`src/rtl/mesm6_alu_ctl.sv`:
```
// mesm6_alu_ctl: two-port round-robin command sequencer in front of mesm6_alu.
// Holds ALU inputs until done, forces a NOP between ops and times out hung ops.
`ifndef ALU_OP_WIDTH
`define ALU_OP_WIDTH 6
`endif
`ifndef ALU_NOP
`define ALU_NOP 0
`endif

module mesm6_alu_ctl #(
    parameter int unsigned OP_W    = `ALU_OP_WIDTH,
    parameter int unsigned TIMEOUT = 255
) (
    input  logic            clk,
    input  logic            rst_n,
    input  logic            req0_valid,
    output logic            req0_ready,
    input  logic [OP_W-1:0] req0_op,
    input  logic [3:0]      req0_mode,
    input  logic [47:0]     req0_a,
    input  logic [47:0]     req0_b,
    input  logic            req1_valid,
    output logic            req1_ready,
    input  logic [OP_W-1:0] req1_op,
    input  logic [3:0]      req1_mode,
    input  logic [47:0]     req1_a,
    input  logic [47:0]     req1_b,
    output logic            rsp_valid,
    input  logic            rsp_ready,
    output logic            rsp_id,
    output logic [47:0]     rsp_acc,
    output logic            rsp_err,
    output logic [OP_W-1:0] alu_op,
    output logic            alu_wy,
    output logic            alu_grp_log,
    output logic            alu_do_norm,
    output logic            alu_do_round,
    output logic [47:0]     alu_a,
    output logic [47:0]     alu_b,
    input  logic [47:0]     alu_acc,
    input  logic            alu_done,
    output logic            busy
);

    localparam logic [1:0] StIdle = 2'd0;
    localparam logic [1:0] StWy   = 2'd1;
    localparam logic [1:0] StRun  = 2'd2;
    localparam logic [1:0] StResp = 2'd3;

    localparam logic [OP_W-1:0] OpNop    = OP_W'(`ALU_NOP);
    localparam logic [15:0]     WdogLast = 16'(TIMEOUT - 1);

    logic [1:0]      state_q, state_d;
    logic            last_grant_q, last_grant_d;
    logic [15:0]     wdog_q, wdog_d;
    logic [OP_W-1:0] alu_op_q, alu_op_d;
    logic [3:0]      mode_q, mode_d;
    logic [47:0]     alu_a_q, alu_a_d;
    logic [47:0]     alu_b_q, alu_b_d;
    logic            rsp_valid_q, rsp_valid_d;
    logic            rsp_id_q, rsp_id_d;
    logic [47:0]     rsp_acc_q, rsp_acc_d;
    logic            rsp_err_q, rsp_err_d;
    logic            busy_q, busy_d;

    logic            grant1;
    logic            accept;
    logic [OP_W-1:0] sel_op;

    // Port 1 wins when it is alone, or when both ask and port 0 was served last.
    always_comb begin
        grant1 = req1_valid && (!req0_valid || !last_grant_q);
        accept = (state_q == StIdle) && (req0_valid || req1_valid);
        sel_op = grant1 ? req1_op : req0_op;
    end

    assign req0_ready = accept && !grant1;
    assign req1_ready = accept && grant1;

    always_comb begin
        state_d      = state_q;
        last_grant_d = last_grant_q;
        wdog_d       = wdog_q;
        alu_op_d     = alu_op_q;
        mode_d       = mode_q;
        alu_a_d      = alu_a_q;
        alu_b_d      = alu_b_q;
        rsp_valid_d  = rsp_valid_q;
        rsp_id_d     = rsp_id_q;
        rsp_acc_d    = rsp_acc_q;
        rsp_err_d    = rsp_err_q;

        unique case (state_q)
            StIdle: begin
                if (accept) begin
                    alu_op_d     = sel_op;
                    mode_d       = grant1 ? req1_mode : req0_mode;
                    alu_a_d      = grant1 ? req1_a : req0_a;
                    alu_b_d      = grant1 ? req1_b : req0_b;
                    last_grant_d = grant1;
                    rsp_id_d     = grant1;
                    wdog_d       = '0;
                    state_d      = (sel_op == OpNop) ? StWy : StRun;
                end
            end
            StWy: begin
                // alu_wy was high for exactly this NOP cycle, so Y now holds A.
                mode_d[3]   = 1'b0;
                rsp_acc_d   = alu_a_q;
                rsp_err_d   = 1'b0;
                rsp_valid_d = 1'b1;
                state_d     = StResp;
            end
            StRun: begin
                if (wdog_q != 16'hffff) begin
                    wdog_d = wdog_q + 16'd1;
                end
                if (alu_done) begin
                    rsp_acc_d   = alu_acc;
                    rsp_err_d   = 1'b0;
                    alu_op_d    = OpNop;
                    mode_d[3]   = 1'b0;
                    rsp_valid_d = 1'b1;
                    state_d     = StResp;
                end else if (wdog_q == WdogLast) begin
                    rsp_acc_d   = '0;
                    rsp_err_d   = 1'b1;
                    alu_op_d    = OpNop;
                    mode_d[3]   = 1'b0;
                    rsp_valid_d = 1'b1;
                    state_d     = StResp;
                end
            end
            StResp: begin
                if (rsp_ready) begin
                    rsp_valid_d = 1'b0;
                    state_d     = StIdle;
                end
            end
            default: state_d = StIdle;
        endcase

        busy_d = (state_d != StIdle);
    end

    always_ff @(posedge clk) begin
        if (!rst_n) begin
            state_q      <= StIdle;
            last_grant_q <= 1'b1;
            wdog_q       <= '0;
            alu_op_q     <= OpNop;
            mode_q       <= '0;
            alu_a_q      <= '0;
            alu_b_q      <= '0;
            rsp_valid_q  <= 1'b0;
            rsp_id_q     <= 1'b0;
            rsp_acc_q    <= '0;
            rsp_err_q    <= 1'b0;
            busy_q       <= 1'b0;
        end else begin
            state_q      <= state_d;
            last_grant_q <= last_grant_d;
            wdog_q       <= wdog_d;
            alu_op_q     <= alu_op_d;
            mode_q       <= mode_d;
            alu_a_q      <= alu_a_d;
            alu_b_q      <= alu_b_d;
            rsp_valid_q  <= rsp_valid_d;
            rsp_id_q     <= rsp_id_d;
            rsp_acc_q    <= rsp_acc_d;
            rsp_err_q    <= rsp_err_d;
            busy_q       <= busy_d;
        end
    end

    assign alu_op       = alu_op_q;
    assign alu_wy       = mode_q[3];
    assign alu_grp_log  = mode_q[2];
    assign alu_do_norm  = mode_q[1];
    assign alu_do_round = mode_q[0];
    assign alu_a        = alu_a_q;
    assign alu_b        = alu_b_q;
    assign rsp_valid    = rsp_valid_q;
    assign rsp_id       = rsp_id_q;
    assign rsp_acc      = rsp_acc_q;
    assign rsp_err      = rsp_err_q;
    assign busy         = busy_q;

endmodule

```
`config.mk`:
```
export PLATFORM = sky130hd
export DESIGN_NAME = mesm6_alu_ctl
export DESIGN_NICKNAME = d
export VERILOG_FILES = /design/src/rtl/mesm6_alu_ctl.sv
export SDC_FILE = /design/constraint.sdc
export NUM_CORES = 1
export LEC_CHECK = 0
export ABC_AREA = 1
export CAP_MARGIN = 30
export CORE_AREA = 8 8 164 166
export DETAILED_ROUTE_END_ITERATION = 10
export DIE_AREA = 0 0 172 174
export MAX_ROUTING_LAYER = met4
export PLACE_DENSITY = 0.73
export SLEW_MARGIN = 20
export SYNTH_ARGS = -nofsm -noshare
export SYNTH_HDL_FRONTEND = slang
export SYNTH_SLANG_ARGS = --single-unit
```
`constraint.sdc`:
```
create_clock -name clk -period 1.85 [get_ports clk]
set_input_delay 0.185 -clock clk [delete_from_list [all_inputs] [get_ports clk]]
set_output_delay 0.185 -clock clk [all_outputs]
set_load 0.1 [all_outputs]
```
======== Yosys cells after proc, flatten, opt, wreduce, memory -nomap -nowiden ========
Index checks and enable logic that the tools add are counted.
storage, ports and cells
  register bits after elaboration ......... 177
  input port bits ......................... 266
  output and inout bits ................... 160
  word-level logic and storage cells ...... 75
cells by class
  add/sub/neg operators ................... 1
  eq/ne operators ......................... 9
  multiplexer cells ....................... 30
  reduce and logical (&&, ||, !) cells .... 22
operators by type and width
  operator                                                                 count
  48-bit 2-to-1 mux                                                        4
  48-bit case mux with 2 select lines                                      1
  16-bit 2-to-1 mux                                                        2
  16-bit case mux with 2 select lines                                      1
  6-bit 2-to-1 mux                                                         4
  16-bit by 1-bit adder with 16-bit output (second input constant)         1
  16-bit by 8-bit equality test with 1-bit output (second input constant)  1
  16-bit inequality test (second input constant)                           1
  6-bit case mux with 2 select lines                                       1
  3-bit AND reduction                                                      4
  2-bit 2-to-1 mux                                                         5
  4-bit 2-to-1 mux                                                         2
  2-bit case mux with 4 select lines                                       1
  6-bit logical NOT                                                        1
  1-bit 2-to-1 mux                                                         6
  2-bit inequality test (second input constant)                            3
  1-bit case mux with 3 select lines                                       2
  2-bit nonzero test                                                       3
  3-bit nonzero test                                                       2
  2-bit equality test (second input constant)                              2
  1-bit logical AND                                                        4
  2-bit AND reduction                                                      2
  1-bit logical NOT                                                        3
  3-bit inequality test (second input constant)                            1
  other kinds (4)                                                          5

======== Longest topological paths before layout ========
  word-level depth ........................ 9
  mapped depth ............................ 11
  gate-level depth less buffers ........... 10

======== Worst setup path before layout ========
Ideal clock, no wire load.
  path type ............................... reg2reg
  from .................................... register state_q[0]
  to ...................................... register alu_a_q[0], in the netlist alu_a[0]
  library setup time ...................... 0.068 ns
  arrival ................................. 2.237 ns
  path slack .............................. -0.455 ns
  cell stages (with the launch flop) ...... 8
  buffers on the path ..................... 1
  period minus slack after synthesis ...... 2.305 ns
  cells stage by stage .................... dfxtp_1 > inv_1 > ha_1 > nand3_1 > inv_2 > clkbuf_1 > a21oi_1 > nor2_1
on the way
  cells in the longest elaborated chain, start to end .. 3
ends and longest elaborated chain
  element                                   line    RTL
  start: declaration                        53      logic [1:0] state_q, state_d;
  start signal: assignment                  148     state_q <= StIdle;
  start signal: assignment                  161     state_q <= state_d;
  2-bit logical NOT (*)                     73, 93
  1-bit logical AND                         73      accept = (state_q == StIdle) && (req0_valid || req1_valid);
  2-bit AND reduction (no source line) (*)  -
  end signal: assignment                    166     alu_a_q <= alu_a_d;
  end: declaration                          58      logic [47:0] alu_a_q, alu_a_d;
Mark *: on every way between the ends. The rest lies on a longest branch, timed or not.
A chain may end at the register's enable or synchronous reset.

======== Worst setup path after layout ========
  from .................................... register state_q[0]
  to ...................................... output req0_ready
on the way
  cells in the longest elaborated chain, start to end .. 3
ends and longest elaborated chain
  element            line  RTL
  2-bit logical NOT  73
  1-bit logical AND  73
  1-bit logical AND  77    assign req0_ready = accept && !grant1;
  end: declaration   17    output logic req0_ready,
No other way between the ends.

==> flow_results.xml <==
<?xml version="1.0" encoding="UTF-8"?>
<metrics>
  <group name="setup_path">
    <metric name="critPathMostFrequentCell" unit="">inv_2</metric>
    <metric name="cell_by_cell_trace_of_the_critical_path" unit="">inv_2, ha_4, o21ai_4, inv_2, nand2_1, inv_4, buf_12, buf_16</metric>
    <metric name="timing.critical_path.required" unit="ns">1.66</metric>
    <metric name="path_class" unit="">reg2out</metric>
    <metric name="crit_family" unit="">buffers and inverters</metric>
    <metric name="worst_ep_arrival" unit="ns">1.60</metric>
    <metric name="setup.worst_path.end_class" unit="">output port</metric>
    <metric name="cp_slowest_stage_delay" unit="ns">0.32</metric>
    <metric name="cpMaxStageDelayCell" unit="">dfxtp_1</metric>
    <metric name="timing.critical_path.buf_inv" unit="">5</metric>
    <metric name="maximum_fanout_count_along_the_critical_path" unit="">6</metric>
    <metric name="cp-start-kind" unit="">register</metric>
  </group>
  <group name="grt">
    <metric name="grt_pass1_wl" unit="mm">54.46</metric>
    <metric name="grt_start_max_net_pins" unit="">57</metric>
    <metric name="grt_pass1_vias" unit="">9551</metric>
    <metric name="overflow" unit="">0</metric>
    <metric name="grtUsageTotal" unit="%">23.73</metric>
    <metric name="grt_antenna_before_repair" unit="">1</metric>
  </group>
  <group name="route">
    <metric name="wire_per_inst" unit="um">18.20</metric>
    <metric name="drt-pass1-iter-count" unit="">5</metric>
    <metric name="drt_drc_violations_left" unit="">0</metric>
    <metric name="vias" unit="">9752</metric>
    <metric name="dr.first_iter.drc_count" unit="">714</metric>
    <metric name="drt_wl_total" unit="mm">35.61</metric>
    <metric name="drt_via_density" unit="">4.983</metric>
    <metric name="ant_nets" unit="">0</metric>
  </group>
  <group name="die">
    <metric name="fp.dieArea" unit="um2">29930</metric>
    <metric name="initial_utilization" unit="%">33.13</metric>
    <metric name="core-area" unit="um2">24530</metric>
    <metric name="floorplan.die.width" unit="um">172</metric>
    <metric name="die-height" unit="um">174</metric>
    <metric name="std_cell_rows" unit="">58</metric>
    <metric name="ios" unit="">426</metric>
  </group>
  <group name="layout">
    <metric name="layout-drive-gt1-share" unit="%">16.67</metric>
    <metric name="stdcell_count" unit="">1957</metric>
    <metric name="final_instance_area" unit="um2">13390</metric>
    <metric name="most-common-layout-cells" unit="">437 x nand2_1, 264 x clkdlybuf4s50_1, 191 x buf_4, 176 x dfxtp_1, 130 x nand3_1</metric>
    <metric name="net_count_reported_at_finish" unit="">1885</metric>
    <metric name="area.growth.synth_to_final" unit="%">64.71</metric>
    <metric name="most_common_cell_after_layout_fill_and_taps_aside" unit="">nand2_1</metric>
  </group>
  <group name="clock_network">
    <metric name="insertion_delay" unit="ns">0.43</metric>
    <metric name="cts_buffers" unit="">17</metric>
    <metric name="cts.clk_slew.worst_paths" unit="ns">0.08</metric>
    <metric name="clockBufferDepth" unit="">2</metric>
    <metric name="clkSinkCount" unit="">177</metric>
    <metric name="tritoncts_clock_tree" unit="">done</metric>
    <metric name="depth_of_the_cts_h_tree" unit="">4</metric>
    <metric name="clockRootBuffer" unit="">clkbuf_16</metric>
  </group>
  <group name="power">
    <metric name="power.static_leakage" unit="uW">0.005470</metric>
    <metric name="vdd.ir_drop.worst" unit="V">0.0009447</metric>
    <metric name="power.density" unit="nW/um2">1707</metric>
  </group>
  <group name="logic_synthesis">
    <metric name="ys_types" unit="">23</metric>
    <metric name="mappedNetlistArea" unit="um2">8127</metric>
    <metric name="synth_cells" unit="">1200</metric>
    <metric name="synth.yosys.warnings" unit="">0</metric>
    <metric name="ys_ff_latch" unit="">177</metric>
    <metric name="synth.yosys.seq_area_share" unit="%">43.60</metric>
    <metric name="syn-mean-instance-area" unit="um2">6.772</metric>
    <metric name="synth_nets" unit="">1472</metric>
  </group>
  <group name="sta">
    <metric name="report.final.hold_viol_count" unit="">0</metric>
    <metric name="slew-limit-headroom" unit="%">78.22</metric>
    <metric name="clock-skew-final" unit="ns">0.01403</metric>
    <metric name="period_minus_slack" unit="ns">1.785</metric>
    <metric name="fmaxAchievable" unit="MHz">560.2</metric>
    <metric name="layout_setup_ws" unit="ns">0.06485</metric>
    <metric name="worst_slew_pin_slew" unit="ns">0.3268</metric>
    <metric name="setup_viol_count_final" unit="">0</metric>
    <metric name="timing.final.crit_share" unit="%">96.49</metric>
    <metric name="totalNegativeSetupSlack" unit="ns">0</metric>
    <metric name="final-max-slew-violation-count" unit="">0</metric>
  </group>
  <group name="place">
    <metric name="detailed_place.area" unit="um2">12660</metric>
    <metric name="dp_cells" unit="">1918</metric>
    <metric name="dp.final_hpwl" unit="mm">26.88</metric>
    <metric name="gp_congestion" unit="">0.9107</metric>
    <metric name="io_buffer_count" unit="">425</metric>
    <metric name="placement.setup.worst_slack" unit="ns">0.1121</metric>
  </group>
  <group name="run_status">
    <metric name="status" unit="">finished, final reports clean</metric>
  </group>
  <group name="hold_path">
    <metric name="hold_path.class" unit="">in2reg</metric>
  </group>
  <group name="flow_run">
    <metric name="max_cap_viol_count" unit="">0</metric>
  </group>
</metrics>
layout make-up:
cell class | count | area (um2)
antenna | 1 | 2.502
clock buffer | 19 | 442.9
clock inverter | 13 | 147.6
fill | 2367 | 11140
inverter | 55 | 221.5
multi-input combinational | 882 | 4040
sequential | 177 | 3545
tap | 330 | 412.9
timing repair buffer | 480 | 4573
cell families after synthesis:
| logic type | Yosys count | share of synthesized area (%) |
|---|---|---|
| compound gates | 219 | 14.78 |
| buf+inv | 141 | 7.359 |
| xor+xnor | 6 | 0.6466 |
| simple gates | 651 | 32.69 |
| flops | 177 | 43.60 |
| fa+ha+maj | 6 | 0.9238 |
flip-flops by register name, summed over array words and instances, names as in the netlist:
name	cells
alu_a	48
alu_b	48
rsp_acc	48
wdog_q	16
alu_op	6
mode_q	4
state_q	2
busy	1
last_grant_q	1
rsp_err	1
rsp_id	1
rsp_valid	1
worst register-to-register path: stages (launching register included):
cell and delay (ns):
dfxtp_1 0.32, inv_2 0.11, ha_4 0.20, o21ai_4 0.08
inv_2 0.06, nand2_1 0.07, inv_4 0.08, buf_12 0.11
buf_6 0.22, buf_12 0.20, nand2_1 0.07, a31oi_1 0.13
power breakdown:
part / switching [uW] / internal, uW
logic: 10200 / 3690
registers: 578 / 4690
clock network: 1710 / 1950
total: 12500 / 10300
repair_timing:
action / CTS / global route
pin swaps: 0 / 1
cloned: 1 / 0
setup endpoints to repair: 2 / 84
hold buffers: 0 / 0
setup buffers: 3 / 2
resized for setup: 5 / 11
layer usage:
layer / GRT usage (%) / vias to the layer above / wire length (um)
li1: - / 4782 / -
met1: 28.41 / 4521 / 14530
met2: 39.02 / 408 / 17570
met3: 6.216 / 41 / 2883
met5: - / - / 0
met4: 5.893 / 0 / 629
cells in the mapped netlist, drive strengths merged:
cell | n | area (um2)
nand2 | 443 | 1675
dfxtp | 177 | 3543
clkbuf | 50 | 187.7
nor2 | 65 | 254.0
a21oi | 90 | 450.4
buf | 36 | 203.9
a31oi | 78 | 488.0
nor3 | 2 | 10.01
ha | 6 | 75.07
o21ai | 51 | 262.8
inv | 55 | 206.5
nand4 | 9 | 56.30
nand3 | 132 | 660.6
xor2 | 6 | 52.55
path summary, 6_finish.rpt:
kind | from | endpoint | slack, ns | depth (start not counted)
worst max-delay path | state_q[0] | req0_ready | 0.06 | 8
worst min-delay path | req0_b[32] | alu_b[32] | 0.31 | 3
worst max register to register | state_q[0] | alu_b[0] | 0.15 | 11
worst min register to register | rsp_acc[41] | rsp_acc[41] | 0.46 | 2
metrics by stage:
| stage | power, uW | hold WS [ns] | utilization, % |
|---|---|---|---|
| final | 22850 | 0.3128 | 54.57 |
| after global routing | 23920 | 0.3105 | 54.57 |
| after CTS | 22870 | 0.2901 | 54.35 |
| after detailed placement | 18970 | 0.4521 | 51.60 |
| after global placement | 18890 | 0.4411 | 51.60 |
| after floorplan | 14890 | 0.2691 | - |
No activity file was read; power rests on OpenSTA's default activity.
